<file path="src/rtl/exp_addsub_seq_if.sv">
// Operand/result handshake bundle for the slice-serial exponent adder.
// master drives operands and result acceptance; slave is the adder.
interface exp_addsub_seq_if #(
  parameter int WIDTH = 9
);
  logic             in_valid;
  logic             in_ready;
  logic [WIDTH-1:0] a;
  logic [WIDTH-1:0] b;
  logic             sub;
  logic             out_valid;
  logic             out_ready;
  logic [WIDTH-1:0] sum;
  logic             cout;
  logic             ovf;
  logic             sat;

  modport master (
    output in_valid, a, b, sub, out_ready,
    input  in_ready, out_valid, sum, cout, ovf, sat
  );

  modport slave (
    input  in_valid, a, b, sub, out_ready,
    output in_ready, out_valid, sum, cout, ovf, sat
  );
endinterface

</file>
<file path="src/rtl/exp_addsub_seq.sv">
// Slice-serial exponent add/sub: SLICE bits per cycle, carry in a flop.
// Define EXP_ADDSUB_SAT_EN for unsigned saturation of the final sum.
module exp_addsub_seq #(
  parameter int WIDTH = 9,
  parameter int SLICE = 3
) (
  input logic              clk,
  input logic              rst,
  exp_addsub_seq_if.slave  bus
);
  localparam int NS  = WIDTH / SLICE;
  localparam int CW  = (NS > 1) ? $clog2(NS) : 1;
  localparam int MSB = WIDTH - 1;

  if (WIDTH % SLICE != 0) begin : g_bad_slice
    $error("WIDTH must be a multiple of SLICE");
  end

  typedef enum logic [1:0] {
    IDLE,
    RUN,
    DONE
  } state_t;

  state_t           state;
  logic [WIDTH-1:0] a_q;
  logic [WIDTH-1:0] b_q;
  logic             carry;
  logic [CW-1:0]    cnt;
  logic [WIDTH-1:0] sum_q;
  logic             cout_q;
  logic             ovf_q;
  logic             rdy_q;
  logic             vld_q;
`ifdef EXP_ADDSUB_SAT_EN
  logic             sub_q;
  logic             sat_q;
`endif

  logic [SLICE-1:0] sl_a;
  logic [SLICE-1:0] sl_b;
  logic [SLICE:0]   ext;
  logic [WIDTH-1:0] sum_nxt;
  logic             last;
  logic             ovf_nxt;

  // Current slice add and the sum as it will look after this slice.
  always_comb begin
    sl_a    = a_q[cnt*SLICE +: SLICE];
    sl_b    = b_q[cnt*SLICE +: SLICE];
    ext     = {1'b0, sl_a} + {1'b0, sl_b}
            + {{SLICE{1'b0}}, carry};
    sum_nxt = sum_q;
    sum_nxt[cnt*SLICE +: SLICE] = ext[SLICE-1:0];
    last    = (cnt == CW'(NS - 1));
    ovf_nxt = (a_q[MSB] == b_q[MSB])
            && (sum_nxt[MSB] != a_q[MSB]);
  end

  // Control FSM plus datapath registers.
  always_ff @(posedge clk) begin
    if (rst) begin
      state  <= IDLE;
      a_q    <= '0;
      b_q    <= '0;
      carry  <= 1'b0;
      cnt    <= '0;
      sum_q  <= '0;
      cout_q <= 1'b0;
      ovf_q  <= 1'b0;
      rdy_q  <= 1'b1;
      vld_q  <= 1'b0;
`ifdef EXP_ADDSUB_SAT_EN
      sub_q  <= 1'b0;
      sat_q  <= 1'b0;
`endif
    end else begin
      case (state)
        IDLE: begin
          if (bus.in_valid && rdy_q) begin
            a_q   <= bus.a;
            b_q   <= bus.sub ? ~bus.b : bus.b;
            carry <= bus.sub;
            cnt   <= '0;
            rdy_q <= 1'b0;
            state <= RUN;
`ifdef EXP_ADDSUB_SAT_EN
            sub_q <= bus.sub;
            sat_q <= 1'b0;
`endif
          end
        end
        RUN: begin
          sum_q <= sum_nxt;
          carry <= ext[SLICE];
          cnt   <= cnt + 1'b1;
          if (last) begin
            cout_q <= ext[SLICE];
            ovf_q  <= ovf_nxt;
            vld_q  <= 1'b1;
            state  <= DONE;
`ifdef EXP_ADDSUB_SAT_EN
            if (!sub_q && ext[SLICE]) begin
              sum_q <= '1;
              sat_q <= 1'b1;
            end else if (sub_q && !ext[SLICE]) begin
              sum_q <= '0;
              sat_q <= 1'b1;
            end
`endif
          end
        end
        DONE: begin
          if (bus.out_ready) begin
            vld_q <= 1'b0;
            rdy_q <= 1'b1;
            state <= IDLE;
          end
        end
        default: state <= IDLE;
      endcase
    end
  end

  assign bus.in_ready  = rdy_q;
  assign bus.out_valid = vld_q;
  assign bus.sum       = sum_q;
  assign bus.cout      = cout_q;
  assign bus.ovf       = ovf_q;
`ifdef EXP_ADDSUB_SAT_EN
  assign bus.sat       = sat_q;
`else
  assign bus.sat       = 1'b0;
`endif
endmodule

</file>
<file path="src/flat_wrapper.sv">
// flat-port wrapper written by rule: the top's interface ports become plain ports
module exp_addsub_seq_flat 
#(
  parameter int WIDTH = 9,
  parameter int SLICE = 3
)
  (clk, rst, bus_in_valid, bus_a, bus_b, bus_sub, bus_out_ready, bus_in_ready, bus_out_valid, bus_sum, bus_cout, bus_ovf, bus_sat);
  exp_addsub_seq_if #(.WIDTH(WIDTH)) bus_i ();
  input logic clk;
  input logic rst;
  input wire logic [$bits(bus_i.in_valid)-1:0] bus_in_valid;
  input wire logic [$bits(bus_i.a)-1:0] bus_a;
  input wire logic [$bits(bus_i.b)-1:0] bus_b;
  input wire logic [$bits(bus_i.sub)-1:0] bus_sub;
  input wire logic [$bits(bus_i.out_ready)-1:0] bus_out_ready;
  output wire logic [$bits(bus_i.in_ready)-1:0] bus_in_ready;
  output wire logic [$bits(bus_i.out_valid)-1:0] bus_out_valid;
  output wire logic [$bits(bus_i.sum)-1:0] bus_sum;
  output wire logic [$bits(bus_i.cout)-1:0] bus_cout;
  output wire logic [$bits(bus_i.ovf)-1:0] bus_ovf;
  output wire logic [$bits(bus_i.sat)-1:0] bus_sat;
  assign bus_i.in_valid = bus_in_valid;
  assign bus_i.a = bus_a;
  assign bus_i.b = bus_b;
  assign bus_i.sub = bus_sub;
  assign bus_i.out_ready = bus_out_ready;
  assign bus_in_ready = bus_i.in_ready;
  assign bus_out_valid = bus_i.out_valid;
  assign bus_sum = bus_i.sum;
  assign bus_cout = bus_i.cout;
  assign bus_ovf = bus_i.ovf;
  assign bus_sat = bus_i.sat;
  exp_addsub_seq #(.WIDTH(WIDTH), .SLICE(SLICE)) u_core (.clk(clk), .rst(rst), .bus(bus_i));
endmodule
</file>
<file path="config.mk">
export PLATFORM = sky130hd
export DESIGN_NAME = exp_addsub_seq_flat
export DESIGN_NICKNAME = d
export VERILOG_FILES = /design/src/rtl/exp_addsub_seq_if.sv /design/src/rtl/exp_addsub_seq.sv /design/src/flat_wrapper.sv
export SDC_FILE = /design/constraint.sdc
export NUM_CORES = 1
export LEC_CHECK = 0
export ABC_CLOCK_PERIOD_IN_PS = 6300
export BUFFER_PORTS_ARGS = -buffer_cell sky130_fd_sc_hd__buf_4
export CAP_MARGIN = 20
export CELL_PAD_IN_SITES_DETAIL_PLACEMENT = 1
export CELL_PAD_IN_SITES_GLOBAL_PLACEMENT = 2
export CORE_UTILIZATION = 30
export DETAILED_ROUTE_END_ITERATION = 7
export GPL_TIMING_DRIVEN = 0
export HOLD_SLACK_MARGIN = 0.06
export PLACE_DENSITY_LB_ADDON = 0.3
export SYNTH_ARGS = -nofsm -noshare
export SYNTH_HDL_FRONTEND = slang
export SYNTH_SLANG_ARGS = --single-unit
</file>
<file path="constraint.sdc">
create_clock -name clk -period 6.3 [get_ports clk]
set_input_delay 0.315 -clock clk [delete_from_list [all_inputs] [get_ports clk]]
set_output_delay 0.315 -clock clk [all_outputs]
set_load 0.01 [all_outputs]
</file>
# After elaboration in Yosys (flattened, before gate mapping)
# Index checks and enable logic that the tools add are counted.
[totals] register_bits=36 latchBits=0 ram_bits=0 mem_bits_ro=0 inputBits=23 out_inout_bits=14 wordCells=56 n_memories=0
[classes] n_addsub=4 mul=1 div_mod_pow=0 magnitude_cmp=0 n_eq_ne=8 n_shift=4 mux=16 bitwise=1 n_reduce_logical=12
[ops] cell="negation 4 -> 34 bit" count=1
[ops] cell="variable shift 3 x 34 -> 9 bit, first input constant" count=1
[ops] cell="indexed part select 3 x 34 -> 9 bit" count=1
[ops] cell="indexed part select 9 x 5 -> 3 bit" count=2
[ops] cell="bitwise mux 9 bit" count=1
[ops] cell="2-to-1 mux 9 bit" count=1
[ops] cell="inverter 9 bit" count=1
[ops] cell="AND reduction 3 bit" count=3
[ops] cell="2-to-1 mux 2 bit" count=4
[ops] cell="one-hot mux 1 bit (2 select lines)" count=3
[ops] cell="one-hot mux 2 bit (3 select lines)" count=1
[ops] cell="AND reduction 2 bit" count=3
[ops] cell="nonzero test 2 bit" count=3
[ops] cell="2-to-1 mux 1 bit" count=5
[ops] cell="adder 3 x 3 -> 4 bit" count=1
[ops] cell="adder 4 x 1 -> 4 bit" count=1
[ops] cell="equality test 2 bit, second input constant" count=2
[ops] cell="multiplier 2 x 2 -> 4 bit, second input constant" count=1
[ops] cell="inequality test 2 x 1 -> 1 bit, second input constant" count=2
[ops] cell="one-hot mux 2 bit (2 select lines)" count=1
[ops] cell="adder 2 x 1 -> 2 bit, second input constant" count=1
[ops] cell="equality test 2 x 1 -> 1 bit, second input constant" count=1
[ops] cell="logical AND 1 bit" count=2
[ops] cell="logical NOT 2 bit" count=1
[ops] cell="other kinds (3)" count=3

# Depth between registers and ports, before layout
[depth] word_depth=8 mapped_depth=11 ltp_nobuf=9

# Worst setup path before layout
# Ideal clock, no wire load.
[synth_timing] kind="flip-flop to flip-flop" from="register u_core.cnt[0]" to="register u_core.ovf_q (netlist: u_core.bus.ovf)" setup_ps=133 arrival_ps=2221 t_required_ps=6167 slack_ps=3946 stages_incl_launch_ff=12 path_buffers=2 period_less_slack_ps=2354 path_cell_list="dfxtp_1 buf_2 buf_2 mux2i_1 o22ai_1 fa_1 inv_1 fa_1 xnor2_1 a31oi_1 mux2i_1 o31ai_1"
[synth_via] elab_chain_len=8 elab_cells_between_ends=13
[synth_lines] element="from (decl)" line_no="exp_addsub_seq.sv:29" rtl="logic [CW-1:0] cnt;"
[synth_lines] element="from (signal assigned)" line_no="exp_addsub_seq.sv:96" rtl="cnt <= cnt + 1'b1;"
[synth_lines] element="multiplier 2 x 2 -> 4 bit" line_no="exp_addsub_seq.sv:49, exp_addsub_seq.sv:50, exp_addsub_seq.sv:54"
[synth_lines] element="indexed part select 9 x 5 -> 3 bit (on tied branches)" line_no="exp_addsub_seq.sv:49, exp_addsub_seq.sv:50"
[synth_lines] element="adder 3 x 3 -> 4 bit" line_no="exp_addsub_seq.sv:51" rtl="ext = {1'b0, sl_a} + {1'b0, sl_b}"
[synth_lines] element="adder 4 x 1 -> 4 bit" line_no="exp_addsub_seq.sv:52" rtl="+ {{SLICE{1'b0}}, carry};"
[synth_lines] element="indexed part select 3 x 34 -> 9 bit" line_no="exp_addsub_seq.sv:54" rtl="sum_nxt[cnt*SLICE +: SLICE] = ext[SLICE-1:0];"
[synth_lines] element="bitwise mux 9 bit" line_no="exp_addsub_seq.sv:54"
[synth_lines] element="inequality test 1 bit" line_no="exp_addsub_seq.sv:57" rtl="&& (sum_nxt[MSB] != a_q[MSB]);"
[synth_lines] element="logical AND 1 bit" line_no="exp_addsub_seq.sv:57"
[synth_lines] element="to (signal assigned)" line_no="exp_addsub_seq.sv:99" rtl="ovf_q <= ovf_nxt;"
[synth_lines] element="to (decl)" line_no="exp_addsub_seq.sv:32" rtl="logic ovf_q;"
# Parallel ways exist; a longest one is shown, timed or not.
# A chain may end at the register's enable or synchronous reset.

# Worst setup path after layout
# Same ends and word-level chain as after synthesis.

==> metrics.md <==
| Metric | Value |
|---|---|
| Outcome | finished, final reports clean |
| P&R area growth vs syn | 22.1% |
| Max Cap Viol | 0 |
| Cells on worst reg2reg path | 11 |
| Vias in the first global route | 1,607 |
| Antenna fix cells | 0 |
| Drt pass-1 iters | 3 |
| Slowest stage delay, CP | 0.39 ns |
| Crit path time final | 2.87 ns |
| Total power | 528 µW |
| CP cell instances | buf_2, buf_2, mux2i_1, o22ai_1, fa_1, inv_1, fa_1, xnor2_1, a31oi_1, mux2i_1, o31ai_1 |
| Syn nets | 245 |
| Slew @ Worst Pin | 0.600 ns |
| IO Pins | 37 |
| Cts repair resizes | 0 |
| Core box area | 6030 µm² |
| Clock share of power | 29.9% |
| TritonCTS buffer count | 5 |
| Final wirelength | 4.58 mm |
| Worst Path Arrival | 3.07 ns |
| FMAX | 349 MHz |
| DR vias | 1,511 |
| Worst r2r src | u_core.cnt[0]$_SDFFE_PP0P_ |
| Post-Synthesis Cell Area | 1900 µm² |
| Die Y | 81.6 µm |
| Nets | 285 |
| Gr ovfl total | 0 |
| Clock root buffer | clkbuf_8 |
| Initial antenna violation count | 0 |
| Port-buffer cells | 33 |
| NetSw | 157 µW |
| FP Rows | 28 |
| WHS Endpoint | u_core.a_q[2]$_SDFFE_PP0P_ |
| Synth top area share | 37.9% |
| Area contributors post-synth | dfxtp_1 38%, nand2_1 7.1%, a211oi_2 5.9% |
| Hold Path Depth | 3 |
| Die area | 6650 µm² |
| Pleak | 0.942 nW |
| RSZ-0062 raised after global routing | false |
| Slowest library cell on the worst path | fa_1 |
| FF+latch count, synth | 36 |
| GRT busiest layer | met2 |
| Hold_ws | 0.276 ns |
| Clock latency on the worst-skew pair | 0.28 ns |
| Part of the power in registers | 47.4% |
| Library cells used by synthesis | 41 |
| Worst reg2reg path endpoint | u_core.bus.ovf$_SDFFE_PP0P_ |
| Net Sw Frac | 29.7% |
| Pwr per Cell Area | 228 nW/µm² |
| Final WS setup | 3.43 ns |
| Antenna viol nets, final | 0 |
| Buf+Inv Stages, Crit Path | 3 |
| Logic gate share of total power | 22.7% |
| Clock Skew | 0.00542 ns |
| # fillers | 728 |
| Post-Place Setup Slack | 3.35 ns |
| Worst reg-to-reg setup slack | 3.43 ns |
| Die W | 81.6 µm |
| Worst Path Max Fanout | 10 |
| Startpoint types | register |
| Mapped Cells | 213 |
| Cell Area, Placed | 2240 µm² |
| Number of buffers added for setup after CTS | 0 |
| Int Power | 372 µW |
| Largest net degree at the start of global routing | 11 |
| Final TNS setup | 0 ns |
| H-tree depth | 2 |
| # setup viols final | 0 |
| Worst vdd ir | 93.1 µV |
| Hold path startpoint | bus_a[2] |
| Max-slew violations | 0 |
| Tcrit/Tclk final | 45.5% |
| Via/cell ratio | 4.61 |
| Clock Path Buffers | 2 |
| Dominant cell type by area after synthesis | dfxtp_1 |
| Met1 Usage GRT | 20.2% |
| CTS tree | done |
| Hpwl dp | 3.35 mm |
| Met3 Use GR | 3.89% |
| DR DRC count | 0 |
| Synth warn | 0 |
| Worst-path clk slew | 0.07 ns |
| Hold Vio Cnt, Final | 0 |
| Hold-fix buffers, CTS | 0 |
| Crit-path leading delay family | adder cells |
| 1st-iter DRT viols | 59 |
| Mean Syn Cell Area | 8.92 µm² |
| First-pass GRT wire length | 7.67 mm |
| Met2 Resource Use GR | 24.9% |
| WP data required | 6.50 ns |
| Design area | 2320 µm² |
| Starting Density | 31.5% |
| Avg WL per Cell | 14.0 µm |
| Post-synthesis sequential area ratio | 37.9% |
| Crit Path Class | reg2reg |
| Total GRT Usage | 15.5% |
| Slew headroom | 60.0% |
| GPL Wtd Cong | 0.739 |
| Worst setup EP type | register |
| Clock sink count | 36 |
| Layout cells sized above 1 | 26.1% |
| Class of the worst hold path | in2reg |
## worst min-delay path: cells and delay by family
kind	cells	cell delay, ns
buffers and inverters	1	0.11
and+or+nand+nor	1	0.04
AOI/OAI and AO/OA	1	0.05
## cell families (layout without fill, tap and decap cells)
family	after synthesis	after routing	share of synthesized area, %
DFF	36	36	37.9
other	1	1	0.197
muxes	7	7	3.69
adders and majority gates	9	9	6.72
and+or+nand+nor	78	78	20.6
AOI/OAI and AO/OA	49	49	18.8
buffers and inverters	23	63	7.38
xor gates and xnor gates	10	10	4.61
## per-layer routing
layer / wire length (µm) / up-vias / share of wire (%)
met5: 0 / - / 0
met2: 2110 / 25 / 46
li1: - / 802 / -
met1: 2290 / 682 / 50
met4: 29 / 0 / 0.63
met3: 153 / 2 / 3.3
## how the worst max path moves through the flow
stage,startpoint,to,depth (start not counted)
detailed placement,u_core.cnt[0]$_SDFFE_PP0P_,u_core.bus.ovf$_SDFFE_PP0P_,11
finish,u_core.cnt[0]$_SDFFE_PP0P_,u_core.bus.ovf$_SDFFE_PP0P_,11
global placement,u_core.cnt[0]$_SDFFE_PP0P_,u_core.bus.ovf$_SDFFE_PP0P_,11
global route,u_core.cnt[0]$_SDFFE_PP0P_,u_core.bus.ovf$_SDFFE_PP0P_,11
CTS,u_core.cnt[0]$_SDFFE_PP0P_,u_core.bus.ovf$_SDFFE_PP0P_,11
floorplan,u_core.cnt[0]$_SDFFE_PP0P_,u_core.bus.ovf$_SDFFE_PP0P_,11
## through the flow
step,util (%),cells
after floorplan,-,213
after global placement,37.2,321
after detailed placement,37.2,321
after CTS,38.5,328
after global routing,38.5,328
final,38.5,328
## final cells by class
class	count	area (µm²)	share of cell area, %
flip-flops and latches	36	721	31.1
plain buffers	15	110	4.75
clock buffers	6	72.6	3.13
inverters	8	30.0	1.30
repair buffers	33	248	10.7
multi-input cells	154	1040	44.8
well taps	75	93.8	4.05
clock inverters	1	5.00	0.216
## registers in the layout, summed over array words and instances, names as in the netlist
name / count
u_core.a_q: 9
u_core.bus.ovf: 1
u_core.bus.out_valid: 1
u_core.bus.in_ready: 1
u_core.state: 2
u_core.carry: 1
u_core.bus.cout: 1
u_core.bus.sum: 9
u_core.b_q: 9
u_core.cnt: 2
## cell usage in the layout, fill, tap and decap left out, drive strengths merged, types with 2 or more instances in the layout
cell type / netlist / final
nand4: 4 / 4
inv: 8 / 8
dfxtp: 36 / 36
nor3b: 2 / 2
nor3: 3 / 3
nor2b: 2 / 2
nor2: 20 / 20
a31oi: 2 / 2
ha: 7 / 7
a22oi: 4 / 4
o22ai: 2 / 2
a21o: 2 / 2
o21ai: 3 / 3
o22a: 2 / 2
fa: 2 / 2
a21oi: 21 / 21
a2bb2oi: 2 / 2
nand2: 36 / 36
nand3b: 2 / 2
nand3: 3 / 3
buf: 13 / 46
clkbuf: 2 / 8
a211oi: 9 / 9
mux2i: 7 / 7
xnor2: 10 / 10
## cell usage after synthesis
cell       count
o22a_1         2
a22oi_2        1
inv_1          8
a22oi_1        3
clkbuf_1       2
nand3b_1       1
conb_1         1
o21ai_0        3
ha_1           7
nand3_1        3
nor2_1        19
buf_4          1
nand2_1       36
and4bb_2       1
o21bai_1       1
nand4_1        4
buf_2          4
nor3b_1        1
fa_1           2
nor3b_2        1
and2_1         1
a211oi_2       9
or3b_1         1
a21o_1         2
and2b_4        1
nor3_1         3
nand3b_4       1
a31oi_1        2
nand2b_1       1
nor2b_1        2
o31ai_1        1
a2bb2oi_1      2
nor2_4         1
buf_6          6
mux2i_1        7
a21oi_1       21
xnor2_1       10
buf_1          2
nor4b_2        1
o22ai_1        2
dfxtp_1       36
## power by group through the flow
stage / sequential (mW) / combinational (mW) / clock [mW]
floorplan: 0.254 / 0.0861 / 0
global placement: 0.255 / 0.121 / 0
detailed placement: 0.256 / 0.122 / 0
CTS: 0.250 / 0.123 / 0.166
global route: 0.252 / 0.133 / 0.175
finish: 0.250 / 0.120 / 0.158
No activity file was read; power rests on OpenSTA's default activity.
